--- src/rtl/thresh_pkg.sv ---
// Shared definitions for the threshold monitor: FSM state encoding,
// default widths and the threshold reset value.
package thresh_pkg;

    typedef enum logic [1:0] {
        IDLE     = 2'd0,
        ARMING   = 2'd1,
        ALARM    = 2'd2,
        CLEARING = 2'd3
    } state_e;

    localparam int DEF_WIDTH   = 4;
    localparam int DEF_CONFIRM = 3;

    // Threshold resets to all ones so nothing arms before a real threshold.
    localparam logic [DEF_WIDTH-1:0] THR_RST = '1;

endpackage

--- src/rtl/mag_cmp4.sv ---
// Combinational unsigned magnitude comparator.
// Ports: a, b (WIDTH) in; gt (a>b), lt (a<b), eq (a==b) out.
module mag_cmp4 #(
    parameter int WIDTH = 4
) (
    input  logic [WIDTH-1:0] a,
    input  logic [WIDTH-1:0] b,
    output logic             gt,
    output logic             lt,
    output logic             eq
);

    always_comb begin
        gt = (a > b);
        lt = (a < b);
        eq = (a == b);
    end

endmodule

--- src/rtl/threshold_monitor.sv ---
// Debounced threshold monitor: programmable threshold, confirm-count FSM,
// registered alarm with one-cycle rise/fall pulses.
// Ports: clk, rst (async, active-high), thr_load/thr_in (threshold write),
//        in_valid/sample (input stream), alarm, rise, fall, above, state.
// Optional: define THRESH_HYST_EN to clear only when sample < thr - HYST.
module threshold_monitor
    import thresh_pkg::*;
#(
    parameter int WIDTH   = DEF_WIDTH,
    parameter int CONFIRM = DEF_CONFIRM,
    parameter int CNT_W   = 4,
    parameter int HYST    = 1
) (
    input  logic             clk,
    input  logic             rst,
    input  logic             thr_load,
    input  logic [WIDTH-1:0] thr_in,
    input  logic             in_valid,
    input  logic [WIDTH-1:0] sample,
    output logic             alarm,
    output logic             rise,
    output logic             fall,
    output logic             above,
    output logic [1:0]       state
);

    localparam logic [CNT_W-1:0] CONF_C = CNT_W'(CONFIRM);
    localparam logic [CNT_W-1:0] ONE_C  = CNT_W'(1);

    logic [WIDTH-1:0] thr_q, thr_d;
    state_e           state_q, state_d;
    logic [CNT_W-1:0] cnt_q, cnt_d;
    logic             alarm_q, alarm_d;
    logic             rise_q, rise_d;
    logic             fall_q, fall_d;
    logic             above_q, above_d;

    logic             arm_gt, arm_lt, arm_eq;
    logic             clr_hit;
    logic [CNT_W-1:0] cnt_inc;

    // Compare always uses the currently stored (old) threshold.
    mag_cmp4 #(.WIDTH(WIDTH)) u_arm_cmp (
        .a  (sample),
        .b  (thr_q),
        .gt (arm_gt),
        .lt (arm_lt),
        .eq (arm_eq)
    );

`ifdef THRESH_HYST_EN
    logic [WIDTH-1:0] clr_thr;
    logic             hy_gt, hy_lt, hy_eq;

    // Clear level is thr - HYST, saturating at 0 (then never clears).
    always_comb begin
        if (thr_q > WIDTH'(HYST)) clr_thr = thr_q - WIDTH'(HYST);
        else                      clr_thr = '0;
    end

    mag_cmp4 #(.WIDTH(WIDTH)) u_hyst_cmp (
        .a  (sample),
        .b  (clr_thr),
        .gt (hy_gt),
        .lt (hy_lt),
        .eq (hy_eq)
    );

    assign clr_hit = hy_lt;
`else
    assign clr_hit = arm_lt | arm_eq;
`endif

    assign cnt_inc = cnt_q + ONE_C;

    always_comb begin
        thr_d   = thr_load ? thr_in : thr_q;
        state_d = state_q;
        cnt_d   = cnt_q;
        rise_d  = 1'b0;
        fall_d  = 1'b0;
        above_d = in_valid ? arm_gt : above_q;
        if (in_valid) begin
            unique case (state_q)
                IDLE: begin
                    if (arm_gt) begin
                        if (CONFIRM == 1) begin
                            state_d = ALARM;
                            rise_d  = 1'b1;
                        end else begin
                            state_d = ARMING;
                            cnt_d   = ONE_C;
                        end
                    end
                end
                ARMING: begin
                    if (!arm_gt) begin
                        state_d = IDLE;
                        cnt_d   = '0;
                    end else if (cnt_inc == CONF_C) begin
                        state_d = ALARM;
                        cnt_d   = '0;
                        rise_d  = 1'b1;
                    end else begin
                        cnt_d   = cnt_inc;
                    end
                end
                ALARM: begin
                    if (clr_hit) begin
                        if (CONFIRM == 1) begin
                            state_d = IDLE;
                            fall_d  = 1'b1;
                        end else begin
                            state_d = CLEARING;
                            cnt_d   = ONE_C;
                        end
                    end
                end
                CLEARING: begin
                    if (!clr_hit) begin
                        state_d = ALARM;
                        cnt_d   = '0;
                    end else if (cnt_inc == CONF_C) begin
                        state_d = IDLE;
                        cnt_d   = '0;
                        fall_d  = 1'b1;
                    end else begin
                        cnt_d   = cnt_inc;
                    end
                end
                default: begin
                    state_d = IDLE;
                    cnt_d   = '0;
                end
            endcase
        end
        alarm_d = (state_d == ALARM) || (state_d == CLEARING);
    end

    always_ff @(posedge clk or posedge rst) begin
        if (rst) begin
            thr_q   <= '1;
            state_q <= IDLE;
            cnt_q   <= '0;
            alarm_q <= 1'b0;
            rise_q  <= 1'b0;
            fall_q  <= 1'b0;
            above_q <= 1'b0;
        end else begin
            thr_q   <= thr_d;
            state_q <= state_d;
            cnt_q   <= cnt_d;
            alarm_q <= alarm_d;
            rise_q  <= rise_d;
            fall_q  <= fall_d;
            above_q <= above_d;
        end
    end

    assign alarm = alarm_q;
    assign rise  = rise_q;
    assign fall  = fall_q;
    assign above = above_q;
    assign state = state_q;

endmodule

--- config.mk ---
export PLATFORM = sky130hd
export DESIGN_NAME = threshold_monitor
export DESIGN_NICKNAME = d
export VERILOG_FILES = /design/src/rtl/thresh_pkg.sv /design/src/rtl/mag_cmp4.sv /design/src/rtl/threshold_monitor.sv
export SDC_FILE = /design/constraint.sdc
export NUM_CORES = 1
export LEC_CHECK = 0
export ABC_CLOCK_PERIOD_IN_PS = 1900
export CAP_MARGIN = 20
export CORE_MARGIN = 10
export CORE_UTILIZATION = 44
export DETAILED_ROUTE_END_ITERATION = 10
export GPL_TIMING_DRIVEN = 0
export PLACE_DENSITY = 0.73
export SYNTH_ARGS = -nofsm -noshare
export SYNTH_HDL_FRONTEND = slang
export SYNTH_SLANG_ARGS = --single-unit
export TNS_END_PERCENT = 50
--- constraint.sdc ---
create_clock -name clk -period 1.9 [get_ports clk]
set_input_delay 0.38 -clock clk [delete_from_list [all_inputs] [get_ports clk]]
set_output_delay 0.38 -clock clk [all_outputs]
set_load 0.01 [all_outputs]
[Yosys cells after proc, flatten, opt, wreduce, memory -nomap -nowiden]
Index checks and enable logic that the tools add are counted.
Operators by class
  $lt $le $gt $ge: 2
  add/sub/neg operators: 1
  reduce and logical (&&, ||, !) cells: 3
  eq/ne operators: 9
  bitwise operators: 1
  muxes and demuxes: 21
Operator list (number)
  4-bit 2-to-1 mux: 5
  4-bit one-hot mux with 4 select lines: 1
  2-bit 2-to-1 mux: 7
  2-bit equality test, second input constant: 4
  2-bit one-hot mux with 4 select lines: 1
  1-bit 2-to-1 mux: 7
  4-bit by 1-bit adder with 4-bit output, second input constant: 1
  4-bit by 2-bit equality test with 1-bit output, second input constant: 1
  4-bit equality test: 1
  4-bit > comparator: 1
  4-bit less-than comparator: 1
  2-bit != test, second input constant: 2
  3-bit AND reduction: 1
  2-bit by 1-bit equality test with 1-bit output, second input constant: 1
  2-bit zero test: 1
  1-bit logical OR: 1
  1-bit OR: 1
Word-level totals
  logic and storage cells: 44
  bits in registers: 14
  bits of input ports: 12
  output and inout port bits: 6

[Depth between registers and ports, before layout]
Gate-level depths: netlist (run 1).
  word-level depth: 8
  gate-level depth with buffers: 6
  mapped depth without buffers: 6

[Hierarchy]
Synthesis (run 1) repeated with hierarchy kept, for this count alone.
Unflattened totals
  cell total of the unflattened synthesis: 79
  area total of the unflattened synthesis: 842.1 um2
Modules (own cells, without submodules)
  threshold_monitor: area each 713.2 um2, sequential area each 355.3 um2, times used 1, cells each 63
  mag_cmp4: area each 128.9 um2, sequential area each 0.0 um2, times used 1, cells each 16

[Worst setup path after synthesis (run 1)]
No wires, ideal clock.
  path kind: register to register
  from: reg thr_q[2]
  to: reg cnt_q[2]
  setup slack: 0.079 ns
  setup time: 0.142 ns
  cell stages (with the launch flop): 7
  period minus slack after synthesis: 1.821 ns
  required time: 1.758 ns
  path buffers: 0
  arrival: 1.679 ns
  path through: dfstp_2 -> inv_1 -> ha_1 -> a211oi_2 -> a211oi_4 -> xnor2_1 -> o22ai_1
On the way
  word-level cells in the longest chain between the ends: 4
  elaborated cells on any way between the ends: 10
  classes of those cells: 2 x order compare; 3 x eq/ne; 3 x mux; 1 x bitwise; 1 x reduce/logical
RTL lines
  from (decl): line threshold_monitor.sv:30  | logic [WIDTH-1:0] thr_q, thr_d;
  from (signal assigned): line threshold_monitor.sv:150  | thr_q <= thr_d;
  4-bit less-than comparator / 4-bit equality test (equally long branches): line mag_cmp4.sv:15, mag_cmp4.sv:16
  1-bit OR: line threshold_monitor.sv:71  | assign clr_hit = arm_lt | arm_eq;
  4-bit 2-to-1 mux / 2-bit != test (equally long branches)
  4-bit one-hot mux with 4 select lines / 3-bit AND reduction (equally long branches)
  to (signal assigned): line threshold_monitor.sv:152  | cnt_q <= cnt_d;
  to (decl): line threshold_monitor.sv:32  | logic [CNT_W-1:0] cnt_q, cnt_d;
Several ways; a longest one is shown, not always the timed one.
A chain may end at the register's enable or synchronous reset.

[Final worst setup path (run 1)]
  from: in sample[1]
  to: reg cnt_q[0]
On the way
  word-level cells in the longest chain between the ends: 4
  elaborated cells on any way between the ends: 10
  classes of those cells: 2 x order compare; 3 x eq/ne; 3 x mux; 1 x bitwise; 1 x reduce/logical
RTL lines
  from (decl): line threshold_monitor.sv:19  | input logic [WIDTH-1:0] sample,
  4-bit less-than comparator / 4-bit equality test (equally long branches): line mag_cmp4.sv:15, mag_cmp4.sv:16
  1-bit OR: line threshold_monitor.sv:71
  4-bit 2-to-1 mux / 2-bit != test (equally long branches)
  4-bit one-hot mux with 4 select lines / 3-bit AND reduction (equally long branches)
Several ways; a longest one is shown, not always the timed one.

==> reports/results.ini, run 1 <==
[critical_path]
worstRegToRegCells = 6
r2r-start = thr_q[2]
worstPathMaxFanout = 4
crit_arrival_ps = 2090
critical_path.endpoint_type = register
critPathKind = in2reg
required_ps = 2130
start_kind = input port
cp-startpoint = sample[1]
endpoint = cnt_q[0]
rrSetupSlack_ps = 50
r2r-end = cnt_q[0]

[route]
via_count = 723
drt_first_pass_iters = 4
wl_per_cell_um = 14.53
ant_nets = 0
route.detailed.drc = 0
vias_per_cell = 5.356
drt-initial-drc-count = 28
drt_wl_total_mm = 1.962

[power]
p_switching_uw = 470.3
pwr-share-clk_pct = 17.7
power_density_mw_per_mm2 = 1068
p_seq_share_pct = 35.5
leakage_nw = 0.5160
ir_drop_mv = 0.7575
sw_frac_of_total_pct = 36.83
combPwrFrac_pct = 46.8
p_int_uw = 806.7

[floorplanning]
start_util_pct = 47.72
pin_count = 18
core_mm2 = 0.001783
fp.dieH_um = 63.98
die_area_mm2 = 0.004093
fp.dieW_um = 63.98
rows = 15

[synth]
synth_top_cells_by_area = dfrtp_1 29%, dfstp_2 12%, ha_1 8.8%
synthArstFlopShare_pct = 100.0
ys.flop_type = dfrtp_1
synth_warnings = 0
avgSynthCellArea_um2 = 10.01
synth-seq-cells = 14
syn_area_um2 = 850.8
synthDistinctLibCells = 30
ys_seq_area_share_pct = 41.76
yosysTopAreaCell = dfrtp_1
yosysTopAreaCellShare_pct = 29.41
syn_inst = 85
synth_edf_count = 0
synth.net_count = 103

[sta]
worst_clock_skew_ps = 2.857
setup_viol = 0
hold_slack_ps = 401.6
fin_crit_sh_pct = 97.99
drv_slew = 0
finalHoldViolations = 0
period_minus_slack_ps = 1862
max_freq_mhz = 537.1
slew_headroom_pct = 66.21
tns_ps = 0
worst-slew-pin-transition_ps = 506.3
rsz0062_at_grt = yes

[placed_design]
numPortBuffers = 17
dp.final_hpwl_mm = 1.446
routabilityCongestion = 0.7445

[global_route]
grt_usage_pct = 10.17
grt_pass1_wl_mm = 3.450
grt_pass1_vias = 785
overflow = 0
grt_start_max_net_pins = 15
antenna_found_initial = 0

[clock_tree]
clk_pin_slew_ps = 90
root_buffer = clkbuf_4
cts_buffer_depth = 2
clkLatencyLatePin_ps = 290
postCtsHoldBufs = 0
cts_tree = yes
cts.sinks = 14
htree_levels = 1
cts_buffers = 3

[flow_run]
drv_cap = 0

[final_layout]
finish.utilization_pct = 67.09
antenna_cells = 0
mostFrequentLayoutCells = 14 x clkdlybuf4s50_1, 9 x dfrtp_1, 8 x nand2_1, 6 x inv_1, 6 x o21ai_0
nets = 129
area_growth_pct = 40.59
drive_above_1_share_pct = 31.82
final_common_cell = clkdlybuf4s50_1

[outcome]
status = complete, no violations

[hold_path]
min_path_type = in2async

==> through the flow <==
stage          instances  power [mW]  setup WS, ps  area, um^2
5_1_grt              135       1.364        -46.55        1196
3_3_place_gp         127      0.9459        -353.4        1052
6_report             135       1.277         38.22        1196
3_5_place_dp         127      0.9669        -399.1        1052
4_1_cts              133       1.241        0.7332        1157
2_1_floorplan         85      0.7821         79.33       850.8
==> area by class of cell <==
type / count / area (um^2)
Tap cell: 25 / 31.28
Multi-Input combinational cell: 59 / 519.2
Clock buffer: 4 / 36.28
Sequential cell: 14 / 356.6
Timing Repair Buffer: 21 / 207.7
Inverter: 9 / 33.78
Fill cell: 142 / 586.8
Buffer: 3 / 11.26
==> state kept, by name, indices dropped and copies added, names as in the netlist <==
name / flops
above: 1
cnt_q: 4
fall: 1
state: 2
rise: 1
thr_q: 4
alarm: 1
==> worst min-delay path by stage <==
| stage | from | to | slack (ps) | cells past startpoint |
|---|---|---|---|---|
| 3_5_place_dp | thr_q[2] | thr_q[2] | 490 | 2 |
| 6_report | rst | state[0] | 400 | 2 |
| 5_1_grt | rst | state[0] | 440 | 2 |
| 3_3_place_gp | thr_q[2] | thr_q[2] | 480 | 2 |
| 2_1_floorplan | rst | above | 270 | 1 |
| 4_1_cts | rst | state[0] | 420 | 2 |
==> power by group through the flow <==
| stage | sequential (mW) | combinational, mW | clock (mW) |
|---|---|---|---|
| after floorplan | 0.455 | 0.327 | 0 |
| after global placement | 0.444 | 0.502 | 0 |
| after detailed placement | 0.451 | 0.516 | 0 |
| after CTS | 0.447 | 0.563 | 0.231 |
| after global routing | 0.466 | 0.658 | 0.240 |
| final | 0.453 | 0.597 | 0.226 |
==> cell families after synthesis <==
| logic type | share of synthesized area (%) |
|---|---|
| mux | 6.470 |
| compound gates | 17.80 |
| flops | 41.76 |
| simple gates | 18.82 |
| fa+ha+maj | 8.823 |
| buf+inv | 5.294 |
| xor+xnor | 1.030 |
==> what timing repair did <==
item | CTS | global route
pin swaps | 4 | 5
gates cloned | 0 | 0
gates resized for setup | 8 | 8
buffers inserted | 2 | 2
setup endpoints to repair | 7 | 8
==> cell usage after synthesis (2+ instances only) <==
cell type and number:
nor4b_1 2, and3_1 2, nand2_1 8, o21ai_0 6, clkbuf_1 3, ha_1 6, a211oi_2 2, nand3b_1 3
mux2_2 4, inv_1 9, dfrtp_1 10, nor2_1 4, dfstp_2 4, nand3_1 2, nor3b_1 3, o22ai_1 3
==> per-layer routing <==
layer	track usage (%)	vias to the layer above	wire length (um)
li1	-	353	-
met1	10.52	345	823
met2	18.91	20	1025
met3	2.091	5	77
met4	4.918	0	36
met5	0	-	0
==> worst max-delay path, cell delays in order <==
cell and delay [ps]:
clkdlybuf4s50_1 510, ha_4 220, and4_4 210, a211oi_4 350
mux2i_2 290, a2bb2oi_2 140
Note: power is estimated with default switching activity, not from simulation.
==> run 2: changes to the inputs <==
==> constraint.sdc (replaced) <==
create_clock -name clk -period 1.9 [get_ports clk]
set_input_delay 0.38 -clock clk [delete_from_list [all_inputs] [get_ports clk]]
set_output_delay 0.38 -clock clk [all_outputs]
set_load 0.02 [all_outputs]
==> results of run 2 <==
The final DEF is identical to that of run 1. Status: complete, no violations.
Main changes from that run: total power 1.277 mW -> 1.307 mW; worst IR drop on VDD 0.7575 mV -> 0.7880 mV
==> run 3: changes to the inputs <==
--- a/config.mk
+++ b/config.mk
@@ -8,11 +8,11 @@
 export ABC_CLOCK_PERIOD_IN_PS = 1900
 export CAP_MARGIN = 20
 export CORE_MARGIN = 10
-export CORE_UTILIZATION = 44
+export CORE_UTILIZATION = 47
+export CTS_BUF_LIST = sky130_fd_sc_hd__clkbuf_8
 export DETAILED_ROUTE_END_ITERATION = 10
 export GPL_TIMING_DRIVEN = 0
-export PLACE_DENSITY = 0.73
+export PLACE_DENSITY = 0.78
 export SYNTH_ARGS = -nofsm -noshare
 export SYNTH_HDL_FRONTEND = slang
 export SYNTH_SLANG_ARGS = --single-unit
-export TNS_END_PERCENT = 50
==> run 3 against run 2 <==
Net effect: the flow now finishes with violations (negative setup slack); non-clock buffer count is 3 higher; via count is 1.1% higher; critical path depth is 2 higher; utilization is 5.5 points higher; maximum frequency is 3.2% lower; clock-buffer cell count stayed put; power is 7.5% higher; highest routed layer unchanged.
==> reports/results.ini, run 3 (synthesis gave the netlist of run 1 again) <==
[floorplanning]
die_area_mm2 = 0.003912
fp.dieH_um = 62.55
pin_count = 18
core_mm2 = 0.001727
rows = 15
start_util_pct = 49.28
fp.dieW_um = 62.55

[sta]
fin_crit_sh_pct = 101.3
finalHoldViolations = 0
drv_slew = 0
worst-slew-pin-transition_ps = 537.1
hold_slack_ps = 466.9
setup_viol = 2
period_minus_slack_ps = 1924
slew_headroom_pct = 64.15
worst_clock_skew_ps = 4.854
rsz0062_at_grt = yes
setup_slack_ps = -24.27
max_freq_mhz = 519.7

[route]
vias_per_cell = 5.297
drt_first_pass_iters = 4
route.detailed.drc = 0
via_count = 731
wl_per_cell_um = 15.20
drt_wl_total_mm = 2.098
drt-initial-drc-count = 20
ant_nets = 0

[clock_tree]
root_buffer = clkbuf_8
cts_buffers = 3
postCtsHoldBufs = 0
cts.sinks = 14
clkLatencyLatePin_ps = 250
clk_pin_slew_ps = 60
cts_tree = yes
htree_levels = 1
cts_buffer_depth = 2

[final_layout]
multiInputGateArea_um2 = 541.8
regArea_um2 = 355.3
antenna_cells = 0
final_common_cell = clkdlybuf4s50_1
drive_above_1_share_pct = 34.51
nets = 132
fill_cells = 139
mostFrequentLayoutCells = 15 x clkdlybuf4s50_1, 10 x dfrtp_1, 8 x nand2_1, 7 x inv_1
area_growth_pct = 47.35

[outcome]
violations = negative setup slack
status = finished, violations left

[global_route]
antenna_found_initial = 0
grt_pass1_vias = 736
overflow = 0
grt_usage_pct = 9.880
grt_start_max_net_pins = 15
grt_pass1_wl_mm = 3.208

[critical_path]
critPathKind = in2reg
start_kind = input port
worstPathMaxFanout = 4
crit_arrival_ps = 2060
critical_path.endpoint_type = register
required_ps = 2040

[placed_design]
numPortBuffers = 17
routabilityCongestion = 0.7624
dp.final_hpwl_mm = 1.472
pre_cts_slack_ps = -389.4

[power]
leakage_nw = 0.5225
power_density_mw_per_mm2 = 1121
ir_drop_mv = 0.6645

[flow_run]
drv_cap = 0

[hold_path]
min_path_type = in2async

[run 3: layout make-up]
type                    count  share of cell area (%)
well taps                  25                   2.495
plain buffers               3                  0.9980
clock buffers               4                   4.391
multi-input cells          59                   43.21
flip-flops and latches     14                   28.34
repair buffers             24                   17.86
inverters                   9                   2.695
[run 3: path summary, 6_finish.rpt]
kind | endpoint | slack [ps] | cells after the start | startpoint
setup / recovery | above | -20 | 8 | sample[0]
hold / removal | alarm | 470 | 2 | rst
setup reg to reg | cnt_q[0] | 0 | 6 | thr_q[2]
hold reg to reg | thr_q[2] | 510 | 2 | thr_q[2]
max in group asynchronous | thr_q[0] | 1060 | 2 | rst
min in group clk | thr_q[2] | 510 | 2 | thr_q[2]
[run 3: per-stage QoR]
stage / total power, mW / utilization, % / std cells / instance area (um^2) / TNS [ps]
finish: 1.405 / 72.61 / 138 / 1254 / -25.25
global route: 1.491 / 72.61 / 138 / 1254 / -263.6
CTS: 1.337 / 67.68 / 133 / 1169 / 0
detailed placement: 0.9979 / 60.94 / 127 / 1052 / -2677
global placement: 0.9736 / 60.94 / 127 / 1052 / -2200
floorplan: 0.8112 / - / 85 / 850.8 / 0
[run 3: routing by layer]
layer / up-vias / wire, um / GRT usage (%)
met5: - / 0 / 0
met2: 22 / 1092 / 17.18
met4: 0 / 66 / 6.145
met1: 345 / 857 / 10.36
met3: 7 / 81 / 2.509
li1: 357 / - / -
[run 3: what timing repair did]
item,4_1_cts,5_1_grt
buffers inserted,2,5
setup endpoints to repair,7,9
pin swaps,4,8
resized for setup,9,11
[run 3: report_power, final]
group          switching [mW]  leakage [nW]  internal [mW]
sequential             0.0711         0.172          0.379
clock                   0.107        0.0288          0.184
combinational           0.333         0.322          0.331
[run 3: worst max-delay path, cell delays in order]
cell	delay [ps]
clkdlybuf4s50_1	450
inv_1	40
ha_2	320
and4_4	260
a211oi_4	70
buf_4	160
buf_4	120
mux2_2	260
